File: src/rtl/div_iter.sv
// -----------------------------------------------------------------------------
// div_iter -- iterative 32-bit integer divider (signed DIV / unsigned DIVU)
//
// A restoring shift-subtract divider that produces one quotient bit per cycle,
// MSB first. Operands are converted to magnitudes when the request is accepted.
// The final sign correction, or the divide-by-zero substitution, is applied
// when the result registers are loaded.
//
// Ports
//   clk        in   1   system clock; all state updates on the rising edge
//   rst        in   1   asynchronous active-low reset
//   dividend   in  32   numerator, sampled only on an accepted start
//   divisor    in  32   denominator, sampled only on an accepted start
//   sign       in   1   1 = signed (DIV), 0 = unsigned (DIVU)
//   start      in   1   request, level-sampled each rising edge
//   busy       out  1   high while an operation is in progress (32 cycles)
//   done       out  1   one-cycle pulse: q/r/dbz have just been updated
//   q          out 32   quotient, held until the next completion
//   r          out 32   remainder, held until the next completion
//   dbz        out  1   divisor was zero for the last completed operation
//   state_dbg  out  1   current FSM state (0 = IDLE, 1 = RUN)
//
// Handshake: a request is accepted at a rising edge where start=1 and busy=0.
// Requests made while busy=1 are ignored. busy is high for exactly 32 cycles
// after the accepting edge. done pulses in the first cycle after busy falls.
// A start in that cycle is accepted, which gives one result every 33 cycles.
// -----------------------------------------------------------------------------
module div_iter (
  input  logic        clk,
  input  logic        rst,
  input  logic [31:0] dividend,
  input  logic [31:0] divisor,
  input  logic        sign,
  input  logic        start,
  output logic        busy,
  output logic        done,
  output logic [31:0] q,
  output logic [31:0] r,
  output logic        dbz,
  output logic        state_dbg
);

  typedef enum logic {IDLE = 1'b0, RUN = 1'b1} state_t;

  state_t      state, state_nxt;
  logic [4:0]  cnt;

  // Captured operation context
  logic [31:0] dq;        // dividend magnitude shifting out / quotient shifting in
  logic [32:0] rem;       // partial remainder
  logic [31:0] b_mag;     // divisor magnitude
  logic [31:0] dvd_raw;   // original dividend, returned as r on divide-by-zero
  logic        neg_q;
  logic        neg_r;
  logic        zero_div;

  // Iteration datapath
  logic [32:0] rem_sh;
  logic        ge;
  logic [32:0] rem_nxt;
  logic [31:0] dq_nxt;
  logic        last;
  logic        accept;
  logic [31:0] q_res;
  logic [31:0] r_res;

  assign busy      = (state == RUN);
  assign state_dbg = state;
  assign accept    = (state == IDLE) && start;
  assign last      = (cnt == 5'd31);

  // One restoring step. The partial remainder is always below the divisor.
  // The shifted value therefore fits in 33 bits, and a plain compare decides
  // whether this step subtracts.
  always_comb begin
    rem_sh  = {rem[31:0], dq[31]};
    ge      = (rem_sh >= {1'b0, b_mag});
    rem_nxt = ge ? (rem_sh - {1'b0, b_mag}) : rem_sh;
    dq_nxt  = {dq[30:0], ge};
  end

  // Final result formed from this cycle's step outputs. Negating zero yields
  // zero, so a zero result stays unsigned. The 0x80000000 / -1 case gives a
  // magnitude of 0x80000000 with neg_q = 0, which is already the required
  // value.
  always_comb begin
    q_res = 32'd0;
    r_res = 32'd0;
    if (zero_div) begin
      q_res = 32'hFFFF_FFFF;
      r_res = dvd_raw;
    end else begin
      q_res = neg_q ? (32'd0 - dq_nxt) : dq_nxt;
      r_res = neg_r ? (32'd0 - rem_nxt[31:0]) : rem_nxt[31:0];
    end
  end

  // FSM next-state logic
  always_comb begin
    state_nxt = state;
    case (state)
      IDLE:    if (start) state_nxt = RUN;
      RUN:     if (last)  state_nxt = IDLE;
      default: state_nxt = IDLE;
    endcase
  end

  always_ff @(posedge clk or negedge rst) begin
    if (!rst) begin
      state <= IDLE;
    end else begin
      state <= state_nxt;
    end
  end

  always_ff @(posedge clk or negedge rst) begin
    if (!rst) begin
      cnt      <= 5'd0;
      dq       <= 32'd0;
      rem      <= 33'd0;
      b_mag    <= 32'd0;
      dvd_raw  <= 32'd0;
      neg_q    <= 1'b0;
      neg_r    <= 1'b0;
      zero_div <= 1'b0;
      done     <= 1'b0;
      q        <= 32'd0;
      r        <= 32'd0;
      dbz      <= 1'b0;
    end else begin
      done <= 1'b0;
      if (accept) begin
        cnt      <= 5'd0;
        rem      <= 33'd0;
        dq       <= (sign && dividend[31]) ? (32'd0 - dividend) : dividend;
        b_mag    <= (sign && divisor[31])  ? (32'd0 - divisor)  : divisor;
        dvd_raw  <= dividend;
        neg_q    <= sign && (dividend[31] ^ divisor[31]);
        neg_r    <= sign && dividend[31];
        zero_div <= (divisor == 32'd0);
      end else if (state == RUN) begin
        rem <= rem_nxt;
        dq  <= dq_nxt;
        cnt <= cnt + 5'd1;
        if (last) begin
          q    <= q_res;
          r    <= r_res;
          dbz  <= zero_div;
          done <= 1'b1;
        end
      end
    end
  end

endmodule

File: config.mk
export PLATFORM = sky130hd
export DESIGN_NAME = div_iter
export DESIGN_NICKNAME = d
export VERILOG_FILES = /design/src/rtl/div_iter.sv
export SDC_FILE = /design/constraint.sdc
export NUM_CORES = 1
export LEC_CHECK = 0
export CAP_MARGIN = 5
export CORE_MARGIN = 2
export CORE_UTILIZATION = 50
export DETAILED_ROUTE_END_ITERATION = 7
export PLACE_DENSITY = 0.79
export SYNTH_ARGS = -nofsm -noshare
export SYNTH_HDL_FRONTEND = slang
export SYNTH_SLANG_ARGS = --single-unit
File: constraint.sdc
create_clock -name clk -period 7.4 [get_ports clk]
set_input_delay 1.11 -clock clk [delete_from_list [all_inputs] [get_ports clk]]
set_output_delay 1.11 -clock clk [all_outputs]
set_load 0.02 [all_outputs]
Word level (Yosys, flattened, before mapping) --
Index checks and enable logic that the tools add are counted.
Cells by class: order comparisons 1, reductions and logical operators 7, multiplexer cells 19, equality and inequality tests 1, add/subtract/negate cells 6, bitwise logic cells 3
Operators by type and width (number):
- 32-bit 2-to-1 mux | 11
- 1-bit by 32-bit subtractor with 32-bit output, first input constant | 4
- 33-bit by 32-bit greater-or-equal comparator with 1-bit output | 1
- 32-bit logical NOT | 1
- 32-bit subtractor | 1
- 5-bit 2-to-1 mux | 2
- 5-bit by 1-bit adder with 5-bit output, second input constant | 1
- 5-bit equality test, second input constant | 1
- 1-bit 2-to-1 mux | 5
- 1-bit logical AND | 4
- 3-bit AND reduction | 1
- 1-bit NOT | 2
- 1-bit one-hot mux with 2 select lines | 1
- 2-bit nonzero test | 1
- 1-bit XOR | 1
Storage, ports and cells: flip-flop bits (word level) 203, output and inout port bits 68, logic and storage cells 50

Longest topological paths before layout --
Gate-level depths: netlist of run 1.
depth after elaboration 5, mapped depth 26, gate-level depth less buffers 21

Worst setup path before layout of run 1 --
OpenSTA, ideal clock, no wires.
kind reg2reg, from reg rem[8], to reg r[24], cell stages (with the launch flop) 23, path buffers 4, arrival time 4961 ps, slack 2313 ps, path through dfrtp_1 ha_1 buf_4 nand4_2 or2_1 a211oi_4 o311ai_4 nand3_4 buf_1 buf_2 buf_2 nand2_1 o21ai_0 ha_1 inv_1 nor4b_1 or3b_2 nor4_1 a31oi_1 or3_1 o21ai_0 mux2i_1 nand3_1
Between the ends: cells in the longest elaborated chain, start to end 5, elaborated cells between the ends (all ways) 6, those cells by class add/sub (2); order compare (1); mux (3)
RTL lines:
- from (decl) | line 50 | logic [32:0] rem;
- from (signal assigned) | line 142 | rem <= rem_nxt;
- 32-bit subtractor / 33-bit by 32-bit greater-or-equal comparator with 1-bit output (equally long branches) | line 78, 77
- 32-bit 2-to-1 mux * | line 78 | rem_nxt = ge ? (rem_sh - {1'b0, b_mag}) : rem_sh;
- 1-bit by 32-bit subtractor with 32-bit output | line 94 | r_res = neg_r ? (32'd0 - rem_nxt[31:0]) : rem_nxt[31:0];
- 32-bit 2-to-1 mux * | line 94
- 32-bit 2-to-1 mux * | line 89 | if (zero_div) begin
- to (signal assigned) | line 147 | r <= r_res;
- to (decl) | line 38 | output logic [31:0] r,
Mark *: on every way between the ends. The rest lies on a longest branch, timed or not. A chain may end at the register's enable or synchronous reset.

Final worst setup path of run 1 --
from reg rem[9], to reg r[24]
The elaborated chain is that of the path after synthesis.

==> results by group, run 1 <==
Run status
  • Status: finished, final reports clean

Cells and area
  • Commonest non-fill, non-tap cell in the layout: nand2_1
  • Most frequent cells in the layout: nand2_1 (318), o21ai_0 (203), dfrtp_1 (202)
  • Finished layout cell area: 15700 µm²
  • Final core occ: 0.597
  • Share of cells above drive strength 1: 0.0510
  • Synth-to-Final Area Change: 16.8%
  • # diodes: 0
  • Final nets: roughly 1800

STA
  • Final Hold Fails: 0
  • Final setup viols: 0
  • Clock skew: 8.73 ps
  • FMAX: 172 MHz
  • Slew Limit Fails: 0
  • Final period utilization: 0.784
  • RSZ-0062 raised after global routing: false
  • Worst Tran Pin Value: 1070 ps
  • Min Tclk post-route: 5800 ps
  • Setup TNS: 0 ps
  • Rel. slew slack: 0.285

Clock network
  • TritonCTS clock tree: yes
  • Hold-fix buffers, CTS: 0
  • H-tree Lvls: 1
  • Root Buffer: clkbuf_16
  • Max Root-Sink Buffers: 3
  • Clock transition at path regs: 60 ps
  • CTS sink count: 203
  • Clk_lat worst skew: between 500 and 600 ps
  • Post-CTS setup buffers: 0
  • Resized cells post-CTS: 0
  • CTS Buf Count: 24

Routing
  • DRC: 0
  • First-pass DRT Iterations: 5
  • Antenna viol nets, final: 0
  • WL per Instance: 17.8 µm
  • DRT iter0 DRCs: approximately 1000
  • DR vias/cell: 6.00
  • Via count: 12485
  • DRT Wirelength: 37100 µm

Pwr
  • Cell leakage power: 6.71 nW
  • Final Power: 0.00894 W
  • Pwr Density: about 570 nW/µm²
  • Maximum vdd drop: 269 µV

Global routing
  • First-pass GRT wire length: 61100 µm
  • GRT Util Overall: 0.264
  • Largest net degree at the start of global routing: around 120
  • Initial antenna violation count: 1
  • Vias in the first global route: 12169
  • Gr ovfl total: 0

Logic synthesis
  • Async SR Flop Fraction: 1.00
  • Register area share after synthesis: 0.379
  • Predominant post-synthesis flop cell: dfrtp_1
  • EDFF count, synth: 0
  • Post-synthesis register bit count: between 200 and 250
  • Cell Area, Synth: 13400 µm²
  • Synthesized instance count: 1651
  • Syn_nets: 1758
  • YS warnings: 0
  • Syn_area_per_cell: about 8 µm²
  • Distinct cells, synth: 81

Worst setup path
  • Worst EP arrival: 6210 ps
  • WP data required: about 7800 ps
  • Worst Setup End Kind: flop
  • Startpoint type of the worst setup path: flop
  • Crit path kind: flop to flop
  • Worst Path Max Fanout: 43

Job
  • Max Cap Viol: 0

Floorplanning
  • Core ar.: 26200 µm²
  • Num rows: 59
  • Die Height: 168 µm
  • Starting Density: 0.511
  • Die Wd: 168 µm
  • Die area: 28100 µm²
  • I/O Pins: 136

Min path
  • Hold WC Path Type: flop to flop

Placed design
  • Port bufs: 135
  • Post-DP Area: between 10000 and 15000 µm²
  • HPWL after DPL: between 20000 and 30000 µm
  • Placer Congestion: 0.897
-- cell families after synthesis --
kind of cell / Yosys count / synth area share
muxes: 26 / 0.0199
adders and majority gates: 39 / 0.0370
buffers and inverters: 147 / 0.0439
AOI/OAI and AO/OA: 477 / 0.220
DFF: 203 / 0.379
and+or+nand+nor: 626 / 0.213
xor gates and xnor gates: 133 / 0.0870
-- report_power, final --
part           internal [W]  switching (W)
Sequential          0.00167       0.000517
Clock              0.000678       0.000483
Combinational       0.00223        0.00336
Total               0.00458        0.00436
-- worst max-delay path, stage by stage (launching register included) --
cell      delay (ps)
dfrtp_1          470
ha_1             520
nand4_2          180
o221ai_2         250
nor2b_1          620
o311ai_4         210
nand3_4          170
buf_4            460
nand2_1           90
o21ai_0          150
ha_1             260
inv_1             60
nor4b_1          340
or3b_2           560
nor4_1           250
a31oi_1          130
or3_1            410
o21ai_0          210
mux2i_1          220
nand3_1           90
-- sequential cells by signal, summed over array words and instances, names as in the netlist --
name and cells:
dbz 1, q 32, busy 1, rem 32, zero_div 1, r 32
cnt 5, neg_r 1, done 1, dvd_raw 32, dq 32, neg_q 1
b_mag 32
-- final timing paths --
kind                       slack [ps]                    start                      end  depth (start not counted)
setup / recovery                 1600       rem[9]$_DFFE_PN0P_        r[24]$_DFFE_PN0P_                         19
hold / removal                    470  dvd_raw[19]$_DFFE_PN0P_  dvd_raw[19]$_DFFE_PN0P_                          2
setup reg to reg                 1600       rem[9]$_DFFE_PN0P_        r[24]$_DFFE_PN0P_                         19
hold reg to reg                   470  dvd_raw[19]$_DFFE_PN0P_  dvd_raw[19]$_DFFE_PN0P_                          2
max in group asynchronous        4950                      rst    b_mag[24]$_DFFE_PN0P_                          2
min in group asynchronous         720                      rst         q[5]$_DFFE_PN0P_                          1
-- per-stage QoR --
stage | worst slack [ps] | std cells | hold WS (ps)
after floorplan | 2310 | 1651 | 438
after detailed placement | 1760 | 2040 | 457
after global placement | 1940 | 2040 | 455
after CTS | 1710 | 2081 | 472
after global routing | 1150 | 2081 | 500
final | 1600 | 2081 | 471
-- routing by layer --
layer / wire [µm] / up-vias / track usage
met3: 1910 / 104 / 0.0333
met5: 58 / - / 0
met1: 16200 / 6003 / 0.351
met2: 17500 / 394 / 0.438
li1: - / 5982 / -
met4: 1370 / 2 / 0.109
-- area by class of cell --
| type | instances | area [µm²] |
|---|---|---|
| Timing Repair Buffer | 148 | 1450 |
| Tap cell | 335 | 419 |
| Inverter | 53 | 201 |
| Multi-Input combinational cell | 1301 | 7740 |
| Fill cell | 2307 | 10600 |
| Clock buffer | 32 | 681 |
| Sequential cell | 203 | 5080 |
| Clock inverter | 9 | 83.8 |
-- synthesized netlist by cell type, drive strengths merged, types with 9 or more instances --
cell | instances | area (µm²)
nand2 | 319 | 1200
o21ai | 208 | 1040
dfrtp | 203 | 5080
a21oi | 114 | 578
nor2 | 110 | 413
xor2 | 80 | 701
clkbuf | 69 | 259
inv | 53 | 201
xnor2 | 53 | 464
ha | 38 | 475
nor3 | 33 | 170
nand3 | 27 | 153
buf | 25 | 128
nor4 | 24 | 150
o31ai | 22 | 165
a22o | 21 | 184
mux2i | 21 | 210
or3 | 20 | 125
a21o | 16 | 120
o41ai | 15 | 139
a31oi | 14 | 93.8
and2 | 14 | 87.6
and3 | 14 | 87.6
or4 | 14 | 105
nand4 | 12 | 81.3
a211oi | 11 | 100
nand2b | 9 | 56.3
No activity file was read; power rests on OpenSTA's default activity.
==> run 2, diff against run 1 <==
clock period = 5.4 ns   (was 7.4 ns; I/O delays follow)
==> run 2 against run 1 <==
Against the previous run: routed wire length is 2.6% higher; clock skew increased by 12 ps; worst setup slack worse by 1200 ps; die area is the same; clock power up 53%; highest routed layer unchanged; non-clock buffer count rose by 8; largest power group unchanged.
==> results by group, run 2 (synthesized netlist as in run 1, its figures left out) <==
Placed design
  • Placer Congestion: 0.929 (+3.6%)
  • Port bufs: 135 (unchanged)
  • HPWL after DPL: 27200 µm (+3.6%)
  • Pre-CTS setup slack: 380 ps (-1390 ps)

Pwr
  • Pint: 0.00653 W (+43%)
  • Comb pwr share: 0.622 (-0.003)
  • Switch share: 0.483 (-0.00530)
  • Sequential share of power: 0.237 (-0.008)
  • Maximum vdd drop: 328 µV (+22%)
  • Net Sw Power: 0.00609 W (+40%)
  • Cell leakage power: 6.79 nW (+1.2%)
  • Final Power: 0.0126 W (+41%)
  • Pwr Density: 797 nW/µm² (+39%)
  • Clock Power Share: 0.141 (+0.011)

STA
  • Min Tclk post-route: 5040 ps (-761 ps)
  • Fin worst setup slack: 356 ps (-1240 ps)
  • Final setup viols: 0 (unchanged)
  • FMAX: 198 MHz (+15%)
  • Clock skew: 20.3 ps (+11.6 ps)
  • Worst Tran Pin Value: 1020 ps (-49.9 ps)
  • Rel. slew slack: 0.318 (+0.0333)
  • Setup TNS: 0 ps (unchanged)
  • Final period utilization: 0.934 (+0.150)
  • RSZ-0062 raised after global routing: false
  • Slew Limit Fails: 0 (unchanged)
  • Final Hold Fails: 0 (unchanged)

Min path
  • Hold WC Path Type: input port to asynchronous set/reset pin

Clock network
  • Root Buffer: clkbuf_16
  • H-tree Lvls: 1 (unchanged)
  • Clock transition at path regs: 60 ps (about the same)
  • CTS Buf Count: 24 (unchanged)
  • Max Root-Sink Buffers: 3 (unchanged)
  • CTS sink count: 203 (unchanged)
  • TritonCTS clock tree: yes
  • Clk_lat worst skew: 540 ps (about the same)

Cells and area
  • Synth-to-Final Area Change: 18.2%
  • Commonest non-fill, non-tap cell in the layout: nand2_1
  • FF/Latch Area: 5080 µm² (unchanged)
  • Multi-input gate area: 7750 µm² (+0.21%)
  • Fillers: 2265 (-1.8%)
  • Share of cells above drive strength 1: 0.0586 (+0.00765)
  • Final core occ: 0.604 (+0.00707)
  • Final nets: 1846 (+0.44%)
  • Most frequent cells in the layout: nand2_1 (318), o21ai_0 (202), dfrtp_1 (202)
  • # diodes: 0 (unchanged)

Routing
  • Via count: 12523 (+0.30%)
  • Antenna viol nets, final: 0 (unchanged)
  • WL per Instance: 18.2 µm (+2.1%)
  • DR vias/cell: 5.99 (-0.22%)
  • DRT iter0 DRCs: 1014 (-2.2%)
  • DRC: 0 (unchanged)
  • DRT Wirelength: 38000 µm (+2.6%)
  • First-pass DRT Iterations: 5 (unchanged)

Run status
  • Status: finished, final reports clean

Global routing
  • Gr ovfl total: 0 (unchanged)
  • GRT Util Overall: 0.273 (+0.00939)
  • Largest net degree at the start of global routing: 119 (-3.3%)
  • First-pass GRT wire length: 63100 µm (+3.3%)
  • Initial antenna violation count: 1 (unchanged)
  • Vias in the first global route: 12194 (+0.21%)

Floorplanning
  • Core ar.: 26200 µm² (unchanged)
  • Die area: 28100 µm² (unchanged)
  • Num rows: 59 (unchanged)
  • Starting Density: 0.511 (unchanged)
  • I/O Pins: 136 (unchanged)
  • Die Height: 168 µm (unchanged)
  • Die Wd: 168 µm (unchanged)

Worst setup path
  • Startpoint type of the worst setup path: flop
  • Worst Setup End Kind: flop
  • WP data required: 5810 ps (-2000 ps)
  • Worst Path Max Fanout: 10 (-77%)
  • Worst EP arrival: 5450 ps (-760 ps)
  • Crit path kind: flop to flop

Job
  • Max Cap Viol: 0 (unchanged)
[run 2: metrics by stage]
stage	hold slack [ps]	area, µm²	instances
3_3_place_gp	456	14900	2046
4_1_cts	455	15800	2090
3_5_place_dp	461	14900	2046
2_1_floorplan	438	13400	1651
6_report	413	15800	2092
5_1_grt	492	15800	2092
[run 2: power groups by stage]
| stage | Clock [W] | Sequential [W] | Combinational (W) |
|---|---|---|---|
| global placement | 0 | 0.00296 | 0.00759 |
| finish | 0.00178 | 0.00299 | 0.00784 |
| floorplan | 0 | 0.00303 | 0.00540 |
| global route | 0.00187 | 0.00310 | 0.00865 |
| CTS | 0.00180 | 0.00298 | 0.00776 |
| detailed placement | 0 | 0.00299 | 0.00770 |
[run 2: cell type report]
class	count	share of cell area
Multi-Input combinational cell	1301	0.490
Sequential cell	203	0.321
Timing Repair Buffer	156	0.0952
Clock buffer	33	0.0439
Tap cell	335	0.0265
Inverter	53	0.0127
Clock inverter	11	0.0113
[run 2: final timing paths]
kind	startpoint	to	slack (ps)	cells after the start
min reg2reg	dvd_raw[22]$_DFFE_PN0P_	dvd_raw[22]$_DFFE_PN0P_	470	2
min in group clk	dvd_raw[22]$_DFFE_PN0P_	dvd_raw[22]$_DFFE_PN0P_	470	2
max	rem[9]$_DFFE_PN0P_	r[24]$_DFFE_PN0P_	360	18
max in group asynchronous	rst	dq[31]$_DFFE_PN0P_	3750	2
max reg2reg	rem[9]$_DFFE_PN0P_	r[24]$_DFFE_PN0P_	360	18
min	rst	q[4]$_DFFE_PN0P_	410	1
[run 2: repair_timing]
action,4_1_cts,5_1_grt
hold buffers,0,0
resized for setup,0,4
buffers inserted,0,2
endpoints found under the setup margin,0,2
[run 2: worst max-delay path, stage by stage, from the launching register on]
cell and delay, ps:
dfrtp_1 470, ha_2 470, nand4_2 150, or2_1 290, a211oi_4 400, o311ai_4 160, nand3_4 200, nand2_1 70
o21ai_1 140, ha_1 240, inv_1 70, nor4b_2 280, or3b_2 560, nor4_1 330, a31oi_1 170, or3_1 410
o21ai_0 200, mux2i_1 210, nand3_1 90
[run 2: per-layer routing]
layer  track usage  share of wire  vias up
met5             0        0.00034        -
met4         0.101          0.035        2
met3        0.0331          0.061       89
met2         0.457           0.48      431
met1         0.367           0.43     6016
li1              -              -     5985
